<file path="config.mk">
export PLATFORM = sky130hd
export DESIGN_NAME = alu_ctrl_mdu
export DESIGN_NICKNAME = d
export VERILOG_FILES = /design/src/rtl/mips_pkg.sv /design/src/rtl/mdu_iter.sv /design/src/rtl/alu_ctrl_mdu.sv
export SDC_FILE = /design/constraint.sdc
export NUM_CORES = 1
export LEC_CHECK = 0
export CORE_UTILIZATION = 35
export DETAILED_ROUTE_END_ITERATION = 10
export HOLD_SLACK_MARGIN = 0.03
export PLACE_DENSITY = 0.59
export SETUP_SLACK_MARGIN = 0.1
export SLEW_MARGIN = 0
export SYNTH_ARGS = -nofsm -noshare
export SYNTH_HDL_FRONTEND = slang
export SYNTH_HIERARCHICAL = 1
export SYNTH_SLANG_ARGS = --single-unit
</file>
<file path="constraint.sdc">
create_clock -name clk -period 9.5 [get_ports clk]
set_input_delay 0.95 -clock clk [delete_from_list [all_inputs] [get_ports clk]]
set_output_delay 0.95 -clock clk [all_outputs]
set_load 0.03 [all_outputs]
</file>
<file path="src/rtl/mips_pkg.sv">
// Shared MIPS execute-stage definitions.
// Holds the 4-bit ALU operation codes, the R-type funct field values the
// ALU control decodes, and the state encoding of the multiply/divide FSM.
package mips_pkg;

  // ALU operation codes
  localparam logic [3:0] ALU_AND  = 4'd0;
  localparam logic [3:0] ALU_OR   = 4'd1;
  localparam logic [3:0] ALU_ADD  = 4'd2;
  localparam logic [3:0] ALU_NOP  = 4'd3;
  localparam logic [3:0] ALU_DIV  = 4'd4;
  localparam logic [3:0] ALU_MUL  = 4'd5;
  localparam logic [3:0] ALU_SUB  = 4'd6;
  localparam logic [3:0] ALU_SLT  = 4'd7;
  localparam logic [3:0] ALU_SLL  = 4'd8;
  localparam logic [3:0] ALU_SRL  = 4'd9;
  localparam logic [3:0] ALU_XOR  = 4'd10;
  localparam logic [3:0] ALU_NOR  = 4'd11;
  localparam logic [3:0] ALU_SRA  = 4'd12;
  localparam logic [3:0] ALU_MFHI = 4'd13;
  localparam logic [3:0] ALU_MFLO = 4'd14;

  // R-type funct field values
  localparam logic [5:0] FN_SLL     = 6'h00;
  localparam logic [5:0] FN_SRL_MUL = 6'h02;  // srl, or mul when opcode != 0
  localparam logic [5:0] FN_SRA     = 6'h03;
  localparam logic [5:0] FN_MFHI    = 6'h10;
  localparam logic [5:0] FN_MFLO    = 6'h12;
  localparam logic [5:0] FN_DIV     = 6'h1A;
  localparam logic [5:0] FN_ADD     = 6'h20;
  localparam logic [5:0] FN_SUB     = 6'h22;
  localparam logic [5:0] FN_AND     = 6'h24;
  localparam logic [5:0] FN_OR      = 6'h25;
  localparam logic [5:0] FN_XOR     = 6'h26;
  localparam logic [5:0] FN_NOR     = 6'h27;
  localparam logic [5:0] FN_SLT     = 6'h2A;

  // Multiply/divide sequencer states
  typedef enum logic [1:0] {
    MDU_IDLE = 2'd0,
    MDU_MUL  = 2'd1,
    MDU_DIV  = 2'd2,
    MDU_DONE = 2'd3
  } mdu_state_e;

endpackage

</file>
<file path="src/rtl/mdu_iter.sv">
// Iterative multiply/divide datapath with the architectural HI/LO registers.
// Ports:
//   clk, rst_n      clock, asynchronous active-low reset
//   load            capture operand magnitudes/signs and clear the counter
//   load_div0       divide by zero: write HI=a, LO=all-ones immediately
//   step_mul        perform one shift-add multiply iteration
//   step_div        perform one restoring-division iteration
//   a, b            signed operands (rs, rt)
//   last            the current iteration is the final one
//   hi, lo          architectural HI/LO
module mdu_iter #(
  parameter int WIDTH = 32,
  parameter int CNT_W = $clog2(WIDTH + 1)
) (
  input  logic             clk,
  input  logic             rst_n,
  input  logic             load,
  input  logic             load_div0,
  input  logic             step_mul,
  input  logic             step_div,
  input  logic [WIDTH-1:0] a,
  input  logic [WIDTH-1:0] b,
  output logic             last,
  output logic [WIDTH-1:0] hi,
  output logic [WIDTH-1:0] lo
);

  // Multiply: acc = {partial product, remaining multiplier bits}.
  // Divide:   acc = {partial remainder, dividend bits / quotient bits}.
  logic [2*WIDTH-1:0] acc_q, acc_d, acc_step, prod_fix;
  logic [WIDTH-1:0]   mb_q, mb_d;
  logic               sa_q, sa_d, sb_q, sb_d;
  logic [CNT_W-1:0]   cnt_q, cnt_d;
  logic [WIDTH-1:0]   hi_q, hi_d, lo_q, lo_d;
  logic [WIDTH-1:0]   quo_fix, rem_fix;
  logic [WIDTH:0]     mul_sum, rem_sh, div_diff;

  function automatic logic [WIDTH-1:0] mag(input logic [WIDTH-1:0] v);
    // MIN maps to itself, which is the correct unsigned magnitude.
    return v[WIDTH-1] ? (~v + WIDTH'(1)) : v;
  endfunction

  function automatic logic [WIDTH-1:0] neg_if(input logic n, input logic [WIDTH-1:0] v);
    return n ? (~v + WIDTH'(1)) : v;
  endfunction

  function automatic logic [2*WIDTH-1:0] neg2_if(input logic n, input logic [2*WIDTH-1:0] v);
    return n ? (~v + (2*WIDTH)'(1)) : v;
  endfunction

  assign last = (cnt_q == CNT_W'(WIDTH - 1));
  assign hi   = hi_q;
  assign lo   = lo_q;

  always_comb begin
    mul_sum  = {1'b0, acc_q[2*WIDTH-1:WIDTH]} + (acc_q[0] ? {1'b0, mb_q} : '0);
    rem_sh   = {acc_q[2*WIDTH-1:WIDTH], acc_q[WIDTH-1]};
    div_diff = rem_sh - {1'b0, mb_q};

    acc_step = acc_q;
    if (step_mul) begin
      acc_step = {mul_sum, acc_q[WIDTH-1:1]};
    end else if (step_div) begin
      // Negative trial difference: restore, quotient bit 0.
      acc_step = div_diff[WIDTH] ? {rem_sh[WIDTH-1:0], acc_q[WIDTH-2:0], 1'b0}
                                 : {div_diff[WIDTH-1:0], acc_q[WIDTH-2:0], 1'b1};
    end

    // Sign fix-up is applied to the value produced by the final iteration.
    prod_fix = neg2_if(sa_q ^ sb_q, acc_step);
    quo_fix  = neg_if(sa_q ^ sb_q, acc_step[WIDTH-1:0]);
    rem_fix  = neg_if(sa_q, acc_step[2*WIDTH-1:WIDTH]);

    acc_d = acc_step;
    mb_d  = mb_q;
    sa_d  = sa_q;
    sb_d  = sb_q;
    cnt_d = cnt_q;
    hi_d  = hi_q;
    lo_d  = lo_q;

    if (load) begin
      acc_d = {{WIDTH{1'b0}}, mag(a)};
      mb_d  = mag(b);
      sa_d  = a[WIDTH-1];
      sb_d  = b[WIDTH-1];
      cnt_d = '0;
    end else if (step_mul || step_div) begin
      cnt_d = cnt_q + CNT_W'(1);
    end

    if (load_div0) begin
      hi_d = a;
      lo_d = '1;
    end else if (step_mul && last) begin
      {hi_d, lo_d} = prod_fix;
    end else if (step_div && last) begin
      hi_d = rem_fix;
      lo_d = quo_fix;
    end
  end

  always_ff @(posedge clk or negedge rst_n) begin
    if (!rst_n) begin
      cnt_q <= '0;
      hi_q  <= '0;
      lo_q  <= '0;
    end else begin
      cnt_q <= cnt_d;
      hi_q  <= hi_d;
      lo_q  <= lo_d;
    end
  end

  // Operand/accumulator registers are only meaningful after a load.
  always_ff @(posedge clk) begin
    acc_q <= acc_d;
    mb_q  <= mb_d;
    sa_q  <= sa_d;
    sb_q  <= sb_d;
  end

endmodule

</file>
<file path="src/rtl/alu_ctrl_mdu.sv">
// Execute-stage ALU control with an iterative multiply/divide unit.
// Decodes ALUop/funct/opcode into the 4-bit ALU operation code and sequences
// multi-cycle mul/div through mdu_iter, stalling EX while HI/LO are pending.
// Ports:
//   clk, rst_n        clock, asynchronous active-low reset
//   valid_i, flush    instruction present in EX / squash EX and in-flight op
//   ALUop, funct, opcode  decode inputs
//   a, b              rs/rt operand values
//   control_out       ALU operation code
//   ex_illegal        unrecognised R-type funct
//   stall, busy, done pipeline hold / iterating / HI-LO just written
//   hi, lo            architectural HI/LO
module alu_ctrl_mdu
  import mips_pkg::*;
#(
  parameter int WIDTH = 32,
  parameter int CNT_W = $clog2(WIDTH + 1)
) (
  input  logic             clk,
  input  logic             rst_n,
  input  logic             valid_i,
  input  logic             flush,
  input  logic [1:0]       ALUop,
  input  logic [5:0]       funct,
  input  logic [5:0]       opcode,
  input  logic [WIDTH-1:0] a,
  input  logic [WIDTH-1:0] b,
  output logic [3:0]       control_out,
  output logic             ex_illegal,
  output logic             stall,
  output logic             busy,
  output logic             done,
  output logic [WIDTH-1:0] hi,
  output logic [WIDTH-1:0] lo
);

  mdu_state_e state_q, state_d;
  logic mdu_op, hilo_rd, start, run, b_zero, last, is_div;

  // ALUop=1x takes precedence over the x1 subtract case.
  always_comb begin
    control_out = ALU_ADD;
    ex_illegal  = 1'b0;
    if (ALUop[1]) begin
      unique case (funct)
        FN_ADD:     control_out = ALU_ADD;
        FN_SUB:     control_out = ALU_SUB;
        FN_AND:     control_out = ALU_AND;
        FN_OR:      control_out = ALU_OR;
        FN_SLT:     control_out = ALU_SLT;
        FN_SLL:     control_out = ALU_SLL;
        FN_SRA:     control_out = ALU_SRA;
        FN_XOR:     control_out = ALU_XOR;
        FN_NOR:     control_out = ALU_NOR;
        FN_DIV:     control_out = ALU_DIV;
        FN_MFHI:    control_out = ALU_MFHI;
        FN_MFLO:    control_out = ALU_MFLO;
        FN_SRL_MUL: control_out = (opcode != 6'd0) ? ALU_MUL : ALU_SRL;
        default: begin
          control_out = ALU_NOP;
          ex_illegal  = 1'b1;
        end
      endcase
    end else if (ALUop[0]) begin
      control_out = ALU_SUB;
    end
  end

  assign is_div  = (control_out == ALU_DIV);
  assign mdu_op  = is_div || (control_out == ALU_MUL);
  assign hilo_rd = (control_out == ALU_MFHI) || (control_out == ALU_MFLO);
  assign b_zero  = (b == '0);
  assign busy    = (state_q == MDU_MUL) || (state_q == MDU_DIV);
  assign done    = (state_q == MDU_DONE);
  assign start   = valid_i && mdu_op && !flush &&
                   ((state_q == MDU_IDLE) || (state_q == MDU_DONE));
  assign run     = busy && !flush;
  assign stall   = valid_i && (mdu_op || hilo_rd) && busy;

  always_comb begin
    state_d = state_q;
    if (flush) begin
      state_d = MDU_IDLE;
    end else begin
      unique case (state_q)
        MDU_IDLE, MDU_DONE: begin
          if (start) begin
            if (!is_div)     state_d = MDU_MUL;
            else if (b_zero) state_d = MDU_DONE;
            else             state_d = MDU_DIV;
          end else begin
            state_d = MDU_IDLE;
          end
        end
        MDU_MUL, MDU_DIV: begin
          if (last) state_d = MDU_DONE;
        end
        default: state_d = MDU_IDLE;
      endcase
    end
  end

  always_ff @(posedge clk or negedge rst_n) begin
    if (!rst_n) state_q <= MDU_IDLE;
    else        state_q <= state_d;
  end

  mdu_iter #(
    .WIDTH (WIDTH),
    .CNT_W (CNT_W)
  ) u_mdu_iter (
    .clk       (clk),
    .rst_n     (rst_n),
    .load      (start),
    .load_div0 (start && is_div && b_zero),
    .step_mul  (run && (state_q == MDU_MUL)),
    .step_div  (run && (state_q == MDU_DIV)),
    .a         (a),
    .b         (b),
    .last      (last),
    .hi        (hi),
    .lo        (lo)
  );

endmodule

</file>
======== Yosys cells after proc, flatten, opt, wreduce, memory -nomap -nowiden ========
Cells that the tools add are included.
cells by class
  $mul .................................... 0
  add/sub/neg operators ................... 8
  shifts and indexed selects .............. 0
  bitwise gates (word level) .............. 6
  div/mod/pow operators ................... 0
  eq/ne operators ......................... 21
  reductions and logical operators ........ 28
  mux-type cells .......................... 30
  $lt $le $gt $ge ......................... 0
operator list
  kind                   count
  $mux 32                11
  $mux 64                4
  $add 32x1->32 const B  4
  $not 32->32            4
  $add 64x1->64 const B  1
  $not 64->64            1
  $pmux 4 s13            1
  $eq 6x6->1 const B     7
  $add 32x33->33         1
  $sub 33x32->33         1
  $logic_not 32->1       1
  $mux 31                1
  $eq 6x5->1 const B     4
  $reduce_or 13->1       1
  $eq 6x2->1 const B     2
  $logic_and 1x1->1      12
  $mux 6                 2
  $eq 4x3->1 const B     2
  $eq 4x4->1 const B     2
  $mux 2                 4
  $mux 4                 2
  $add 6x1->6 const B    1
  $logic_not 6->1        1
  $logic_or 1x1->1       6
  other kinds (13)       17
storage, ports and cells
  latch bits .............................. 0
  register bits after elaboration ......... 170
  logic and storage cells ................. 103
  memory bits (read-only) ................. 0
  memories kept ........................... 0
  RAM bits ................................ 0

======== Longest topological paths before layout ========
Gate-level depths: netlist of the first run.
  depth in word-level cells ............... 12
  depth in mapped cells ................... 26
  mapped depth without buffers ............ 22

======== Modules after synthesis ========
The synthesis of the first run kept the hierarchy.
by module, submodules not included
  module        area an instance (sq um)  instances  cells each  sequential area each (sq um)
  mdu_iter      14661.6                   1          1828        4053.9
  alu_ctrl_mdu  691.9                     1          95          50.0

======== Worst setup path before layout of the first run ========
No wires, ideal clock.
  path type ............................... input to register
  start point ............................. input port flush
  end point ............................... register u_mdu_iter.hi_q[22] (netlist: u_mdu_iter/hi[22])
  setup slack ............................. 3.996 ns
  stages .................................. 21
  arrival ................................. 5.428 ns
  cells stage by stage .................... nor2b_1 -> clkbuf_1 -> buf_1 -> clkbuf_1 -> buf_1 -> clkbuf_1 -> clkbuf_1 -> clkbuf_1 -> clkbuf_1 -> nor2_1 -> a21oi_1 -> ha_1 -> nand2_1 -> and3b_1 -> nand2b_1 -> clkbuf_1 -> nand2_1 -> o41ai_2 -> xor2_1 -> mux2i_1 -> o21ai_1
on the way
  longest elaborated chain between the ends .. 11
RTL lines
  element               line                                    text
  from (decl)           alu_ctrl_mdu.sv:22                      input logic flush,
  $logic_not 1->1 (*)   alu_ctrl_mdu.sv:75, alu_ctrl_mdu.sv:77
  $logic_and 1x1->1     alu_ctrl_mdu.sv:77                      assign run = busy && !flush;
  $logic_and 1x1->1     alu_ctrl_mdu.sv:117                     .step_div (run && (state_q == MDU_DIV)),
  $mux 64               mdu_iter.sv:63                          end else if (step_div) begin
  $mux 64               mdu_iter.sv:61                          if (step_mul) begin
  $not 32->32           mdu_iter.sv:44                          return n ? (~v + WIDTH'(1)) : v;
  $add 32x1->32         mdu_iter.sv:44
  $mux 32               mdu_iter.sv:44
  $mux 32               mdu_iter.sv:97                          end else if (step_div && last) begin
  $mux 32               mdu_iter.sv:95                          end else if (step_mul && last) begin
  $mux 32               mdu_iter.sv:92                          if (load_div0) begin
  to (signal assigned)  mdu_iter.sv:110                         hi_q <= hi_d;
  to (decl)             mdu_iter.sv:34                          logic [WIDTH-1:0] hi_q, hi_d, lo_q, lo_d;
Every way passes the cells marked *; elsewhere a longest branch is shown, timed or not. The select of a mux whose other input is x is not followed.
A chain may end at the register's enable or synchronous reset.

======== Final worst setup path of the first run ========
  start point ............................. register u_mdu_iter.acc_q[31]
  end point ............................... register u_mdu_iter.hi_q[26] (netlist: u_mdu_iter/hi[26])
on the way
  longest elaborated chain between the ends .. 10
RTL lines
  element                 line             text
  from (decl)             mdu_iter.sv:30   logic [2*WIDTH-1:0] acc_q, acc_d, acc_step, prod_fix;
  from (signal assigned)  mdu_iter.sv:117  acc_q <= acc_d;
  $sub 33x32->33          mdu_iter.sv:58   div_diff = rem_sh - {1'b0, mb_q};
  $mux 64                 mdu_iter.sv:65   acc_step = div_diff[WIDTH] ? {rem_sh[WIDTH-1:0], acc_q[WIDTH-2:0], 1'b0}
  $mux 64                 mdu_iter.sv:63
  $mux 64 (*)             mdu_iter.sv:61
  $not 32->32             mdu_iter.sv:44
  $add 32x1->32           mdu_iter.sv:44
  $mux 32                 mdu_iter.sv:44
  $mux 32                 mdu_iter.sv:97
  $mux 32 (*)             mdu_iter.sv:95
  $mux 32 (*)             mdu_iter.sv:92
Marks and branches as above.

==> metrics, run 1 <==
Worst Setup Slack post-DPL=3.26 ns; Highest Clock Rate=0.166 GHz; register area=4100 sq um; number of top-level pins=154; highest ir drop seen on vdd=115 uV; core footprint=43200 sq um; top flip-flop cell by instance count after synthesis=sky130_fd_sc_hd__dfrtp_1; power per cell area=135 nW/um^2; DRT Wirelength=54600 um; outcome=finished clean; total inserted antenna cells=0; number of instances in the synthesized netlist=1923; via count of the first global-routing pass=14300; PortBufs=153; final routed wire length divided by cell count=20.9 um; synthesized area divided by synthesized cell count=7.98 sq um; total gr overflow=0; final period utilization=0.635; Clock Path Buffers=2; hold buffer count at CTS=0; adder-cell area share of the yosys netlist=0.0613; count of antenna-violating nets left after detailed routing=0; synthesized cell area=15400 sq um; total clock sinks=170; maximum number of pins on one net before global-route repair=99; unrepaired setup endpoints after global routing=no; count of distinct cell types in the synthesized netlist=108; main combinational cell family by area after synthesis=compound AO/OA/AOI/OAI gates; fraction of power spent switching nets=0.364; Die W=211 um; commonest cells after routing, fill and taps aside=sky130_fd_sc_hd__nand2_1, sky130_fd_sc_hd__nor2_1, sky130_fd_sc_hd__clkdlybuf4s50_1, sky130_fd_sc_hd__a21oi_1, sky130_fd_sc_hd__o21ai_0; setup TNS after final layout=0 ns; post-CTS resize count=0; number of DRC violations after detailed routing=0; CTS Root Buffer Type=sky130_fd_sc_hd__clkbuf_16; number of fillers in the final layout=4422; final count of pins violating max slew=0; internal power=0.00155 W; Synth Area in Compound Gates=0.268; Psw=0.000888 W; most common cell after layout, fill and taps aside=sky130_fd_sc_hd__nand2_1; simple-gate area share of the yosys netlist=0.228; worst hold-check path type=reg2reg; vias per cell=5.81; category of the most critical setup path=reg2reg; proportion of layout cells with a drive suffix above 1=0.0632; Area Overhead vs Synth=17.5%; worst slew slack as a fraction of its limit=0.214; Starting Density=0.356; fraction of synthesized area in multiplexers=0.0421; Die Footprint=44700 sq um; gpl congestion=0.956; antenna violations before repair=0; # nets final=2169; GR Util All Layers=0.244; proportion of synthesized chip area in sequential cells=0.267; WP data arrival=6.38 ns; actual transition at the worst max-transition pin=1.15 ns; type of destination of the critical path=flip-flop; Max Cap Violations=0; global-route wire length before repair=84000 um; number of warnings printed during yosys synthesis=6; Leakage=7.44 nW; final clock skew=0.0183 ns; total iterations of the first detailed-routing run=7; share of the synthesized netlist area taken by xor and xnor gates=0.0901; drt initial violations=1213; minimum clock period after layout=6.03 ns; slack of the worst reg-to-reg path=3.47 ns; clk slew on worst S/H paths=0.07 ns; TritonCTS Buffers=17; share of power burned in registers=0.348; final setup fails=0; crit path max fanout=17; post-CTS repair timing setup buffer count=0; detailed-route via count=15200; fraction of power consumed by the clock network=0.330; number of placement rows=76; type of origin of the critical path=flip-flop; htree depth=4; critical path required time=9.84 ns; y dimension of the die=211 um; nets in the synthesized netlist=2079; multi-input combinational cell area=10700 sq um; CTS tree=built; register bit total from synthesis=170; endpoints failing hold=0; ys async rst share=0.424; Final HPWL DP=41900 um; clk_lat worst skew=0.47 ns; logic gate share of total power=0.321; EDFF count, synth=34; Setup WS post-layout=3.47 ns
[Yosys cell counts (all sizes together), types with 8 or more instances]
library cell  number  area (sq um)
a2111oi           10           119
a211o             38           333
a211oi            17           133
a21boi             9          67.6
a21o              34           255
a21oi            144           747
a22oi              8          60.1
a31oi             26           163
a41oi             11          96.3
and2              49           307
and3              13          81.3
buf               29           148
clkbuf            70           263
dfrtp             72          1800
dfxtp             64          1280
edfxtp            34          1020
ha                72           901
inv               64           240
mux2              18           203
mux2i             44           444
nand2            198           743
nand2b            23           151
nand3             41           205
nand4             26           169
nor2             180           678
nor2b             24           150
nor3              37           201
nor3b             12           101
nor4              17           128
o211a              8          80.1
o211ai            18           149
o21a              10          75.1
o21ai            149           753
o221ai             9          85.1
o31ai             26           195
o41ai             10           103
or2               12          75.1
or3               30           193
or4               11          86.3
xnor2            107           937
xor2              51           447
[area by class of cell]
| class | count | area share |
|---|---|---|
| inverter | 65 | 0.0135 |
| multi-input combinational | 1589 | 0.590 |
| clock inverter | 15 | 0.0126 |
| tap | 585 | 0.0406 |
| timing repair buffer | 170 | 0.0918 |
| sequential | 170 | 0.227 |
| clock buffer | 17 | 0.0236 |
[kinds of logic (layout without fill, tap and decap cells)]
family	count (synthesis)	in the layout
XOR/XNOR	158	158
multiplexers	62	62
buffers and inverters	164	267
AND/OR/NAND/NOR	698	698
adder cells (fa/ha/maj)	74	74
flip-flops	170	170
AO/OA/AOI/OAI	597	597
[through the flow]
step / hold slack [ns] / cell area (sq um) / power [W] / std cells / util
final: 0.487 / 18000 / 0.00244 / 2611 / 0.418
after global routing: 0.501 / 18000 / 0.00256 / 2611 / 0.418
after CTS: 0.491 / 18000 / 0.00244 / 2611 / 0.418
after detailed placement: 0.475 / 17400 / 0.00163 / 2579 / 0.403
after global placement: 0.470 / 17400 / 0.00163 / 2579 / 0.403
after floorplan: 0.519 / 15400 / 0.00139 / 1923 / -
[registers in the layout, summed over array words and instances, names as in the netlist]
signal,cells
u_mdu_iter/cnt_q,6
u_mdu_iter/sb_q,1
u_mdu_iter/lo,32
u_mdu_iter/mb_q,32
u_mdu_iter/acc_q,64
u_mdu_iter/sa_q,1
u_mdu_iter/hi,32
state_q,2
[power groups by stage]
stage	logic, W	clock network, W	registers [W]
finish	0.000782	0.000805	0.000849
global placement	0.000766	0	0.000861
floorplan	0.000551	0	0.000834
CTS	0.000774	0.000820	0.000846
detailed placement	0.000770	0	0.000861
global route	0.000857	0.000848	0.000855
[routing by layer]
layer  track usage  wire [um]  up-vias
met5             0          0        -
met4        0.0902       1630        0
met3        0.0283       2540       82
met2         0.401      25600      483
met1         0.328      24800     7331
li1              -          -     7268
[path summary, 6_finish.rpt]
check / from / cells after the start / to
min in group asynchronous: rst_n / 1 / u_mdu_iter/lo[16]
hold / removal: u_mdu_iter/lo[7] / 1 / u_mdu_iter/lo[7]
max in group asynchronous: rst_n / 1 / u_mdu_iter/hi[16]
setup reg to reg: u_mdu_iter/acc_q[31] / 20 / u_mdu_iter/hi[26]
hold reg to reg: u_mdu_iter/lo[7] / 1 / u_mdu_iter/lo[7]
setup / recovery: u_mdu_iter/acc_q[31] / 20 / u_mdu_iter/hi[26]
[worst max-delay path, cell delays in order (launching register included)]
cell and delay, ns:
sky130_fd_sc_hd__dfxtp_1 0.55, sky130_fd_sc_hd__inv_1 0.09, sky130_fd_sc_hd__ha_1 0.25, sky130_fd_sc_hd__fa_1 0.39, sky130_fd_sc_hd__nand2b_1 0.19, sky130_fd_sc_hd__a21oi_1 0.17, sky130_fd_sc_hd__buf_4 0.17, sky130_fd_sc_hd__o21ai_1 0.27
sky130_fd_sc_hd__a21oi_4 0.30, sky130_fd_sc_hd__o211a_1 0.80, sky130_fd_sc_hd__mux2i_1 0.22, sky130_fd_sc_hd__a221oi_1 0.31, sky130_fd_sc_hd__buf_4 0.19, sky130_fd_sc_hd__ha_1 0.24, sky130_fd_sc_hd__nand3_1 0.20, sky130_fd_sc_hd__or4_4 0.50
sky130_fd_sc_hd__nor3_4 0.33, sky130_fd_sc_hd__nand4_1 0.13, sky130_fd_sc_hd__a21oi_1 0.25, sky130_fd_sc_hd__mux2i_1 0.28, sky130_fd_sc_hd__nand2_1 0.07
Power figures use the tool's default switching activity.
==> inputs of run 2 (changes only) <==
- clock period: 9.5 -> 5.92 ns (I/O delays scaled with it)
==> run 2 against run 1 <==
  * Non-clock buffer count grew 40
  * Largest power group unchanged
  * Global-route usage grew 0.58 points
  * Core utilization grew 0.69 points
  * Die area is the same
  * Flip-flop and latch count is the same
  * First-iteration DRC count grew 13%
  * Register-to-register slack lost 3.0 ns
  * Cell area grew 1.6%
  * Critical endpoint is now u_mdu_iter/hi[24]
  * Clock skew shrank 0.0018 ns
==> metrics, run 2 (synthesis gave the netlist of run 1 again) <==
outcome=finished clean; number of top-level pins=154 (unchanged); crit path max fanout=11 (-6); critical path required time=6.27 ns (-3.57 ns); area of placed instances=17700 sq um (+1.9%); # placed instances=2619 (+1.6%); commonest cells after routing, fill and taps aside=sky130_fd_sc_hd__nand2_1, sky130_fd_sc_hd__nor2_1, sky130_fd_sc_hd__clkdlybuf4s50_1, sky130_fd_sc_hd__a21oi_1, sky130_fd_sc_hd__o21ai_0; PortBufs=153 (unchanged); CTS tree=built; final clock skew=0.0165 ns (-0.00181 ns); type of origin of the critical path=flip-flop; via count of the first global-routing pass=14600 (+1.8%); Max Cap Violations=0 (unchanged); TritonCTS Buffers=17 (unchanged); peak per-stage delay on the critical path=0.59 ns (-0.21 ns); detailed-route via count=15500 (+2.2%); cell chain of the critical path=ha_1 > a21o_1 > o21bai_4 > a221o_1 > o21ai_1 > o211ai_2 > a2111oi_0 > o211ai_1 > buf_4 > or4_4 > nor3_4 > a21oi_1 > o21ai_2 > mux2i_1 > a211o_1; number of DRC violations after detailed routing=0 (unchanged); most common cell after layout, fill and taps aside=sky130_fd_sc_hd__nand2_1; number of standard cells in the layout, taps in and fillers out=2653 (+1.6%); final design utilization=0.425 (+0.00687); Die W=211 um (unchanged); Leakage=7.62 nW (+2.4%); DRT Wirelength=56200 um (+2.9%); worst slew slack as a fraction of its limit=0.201 (-0.0124); critical-path cell with the highest stage delay=sky130_fd_sc_hd__o21ai_1; post-CTS repair timing setup buffer count=0 (unchanged); actual transition at the worst max-transition pin=1.19 ns (+0.0425 ns); endpoints failing hold=0 (unchanged); highest ir drop seen on vdd=167 uV (+45%); htree depth=4 (unchanged); number of placement rows=76 (unchanged); slack of the worst reg-to-reg path=0.48 ns (-2.99 ns); CTS Root Buffer Type=sky130_fd_sc_hd__clkbuf_16; Finished Cell Area=18300 sq um (+1.6%); hold buffer count at CTS=0 (unchanged); Starting Density=0.356 (unchanged); final routed wire length divided by cell count=21.2 um (+1.2%); gpl congestion=0.957 (+0.16%); maximum number of pins on one net before global-route repair=73 (-26%); global-route wire length before repair=85900 um (+2.2%); Worst R2R Path Depth=15 (-25%); unrepaired setup endpoints after global routing=no; proportion of layout cells with a drive suffix above 1=0.0813 (+0.0181); Highest Clock Rate=0.184 GHz (+11%); number of flip-flops under the largest register name=64 (unchanged); GR Util All Layers=0.250 (+0.00583); register bank with the most flops=u_mdu_iter/acc_q; total iterations of the first detailed-routing run=6 (-1); y dimension of the die=211 um (unchanged); # nets final=2210 (+1.9%); endpoint of the worst-slack reg-to-reg timing path=u_mdu_iter/hi[24]; total gr overflow=0 (unchanged); final count of pins violating max slew=0 (unchanged); type of destination of the critical path=flip-flop; total clock sinks=170 (unchanged); category of the most critical setup path=reg2reg; final setup fails=0 (unchanged); clk slew on worst S/H paths=0.07 ns (about the same); antenna violations before repair=1 (+1); beginning of the worst register-to-register path=u_mdu_iter/acc_q[50]; Final HPWL DP=43700 um (+4.3%); Clock Path Buffers=2 (unchanged); drt initial violations=1374 (+13%); power per cell area=212 nW/um^2 (+57%); WP data arrival=5.79 ns (-0.59 ns); post-CTS resize count=0 (unchanged); Area Overhead vs Synth=19.4%; worst hold-check path type=in2async; clk_lat worst skew=0.47 ns (about the same); vias per cell=5.84 (+0.60%); count of antenna-violating nets left after detailed routing=0 (unchanged); final period utilization=0.919 (+0.284); setup TNS after final layout=0 ns (unchanged); Die Footprint=44700 sq um (unchanged); core footprint=43200 sq um (unchanged); total power consumption of the routed design=0.00389 W (+60%); minimum clock period after layout=5.44 ns (-0.591 ns)
[run 2: changes by cell type in the layout (fill, tap and decap cells not counted), moves of 2 or more]
cell,before,now
sky130_fd_sc_hd__buf_12,0,3
sky130_fd_sc_hd__buf_4,18,55
sky130_fd_sc_hd__bufinv_16,4,2
sky130_fd_sc_hd__clkinv_4,0,2
sky130_fd_sc_hd__clkinvlp_4,2,0
[run 2: critical path: cells and delay by family, from the launching register on]
kind	cells	cell delay (ns)
and+or+nand+nor	2	0.92
adders and majority gates	1	0.41
muxes	1	0.09
buffers and inverters	1	0.23
AOI/OAI and AO/OA	10	3.33
DFF	1	0.35
[run 2: area by class of cell]
| type | instances | area (sq um) |
|---|---|---|
| Multi-Input combinational cell | 1590 | 10700 |
| Sequential cell | 170 | 4100 |
| Fill cell | 4456 | 24800 |
| Timing Repair Buffer | 210 | 1990 |
| Clock buffer | 19 | 443 |
| Clock inverter | 13 | 159 |
| Antenna cell | 1 | 2.50 |
| Tap cell | 585 | 732 |
| Inverter | 65 | 244 |
[run 2: stage by stage]
stage          worst slack, ns  hold WS, ns
2_1_floorplan            0.774        0.296
3_3_place_gp             0.670        0.467
3_5_place_dp             0.516        0.475
4_1_cts                  0.482        0.322
5_1_grt                  0.126        0.348
6_report                 0.479        0.291
[run 2: how the worst max path moves through the flow]
| stage | start | endpoint | cells past startpoint | slack, ns |
|---|---|---|---|---|
| finish | u_mdu_iter/acc_q[50] | u_mdu_iter/hi[24] | 15 | 0.48 |
| detailed placement | u_mdu_iter/mb_q[19] | u_mdu_iter/hi[30] | 20 | 0.52 |
| floorplan | flush | u_mdu_iter/hi[22] | 21 | 0.77 |
| CTS | u_mdu_iter/mb_q[19] | u_mdu_iter/hi[30] | 20 | 0.48 |
| global placement | u_mdu_iter/acc_q[50] | u_mdu_iter/hi[30] | 16 | 0.67 |
| global route | u_mdu_iter/mb_q[19] | u_mdu_iter/hi[30] | 16 | 0.13 |
[run 2: routing by layer]
| metal | routed length (um) | vias up | part of all wire | global-route usage |
|---|---|---|---|---|
| li1 | - | 7343 | - | - |
| met1 | 25300 | 7527 | 0.45 | 0.338 |
| met2 | 26200 | 546 | 0.47 | 0.410 |
| met3 | 3180 | 85 | 0.057 | 0.0320 |
| met4 | 1540 | 0 | 0.027 | 0.0822 |
| met5 | 0 | - | 0 | 0 |
[run 2: where the power goes]
group          total, W  leakage (nW)  switching [W]  internal (W)
logic           0.00133          5.48       0.000786      0.000545
registers       0.00135          1.84      0.0000894       0.00126
clock network   0.00121         0.300       0.000558      0.000649
total           0.00389          7.62        0.00143       0.00245
==> inputs of run 3 (changes only) <==
- HOLD_SLACK_MARGIN: 0.03 -> 0.1
==> results of run 3 <==
Final layout, timing and power as in run 2 (identical DEF).
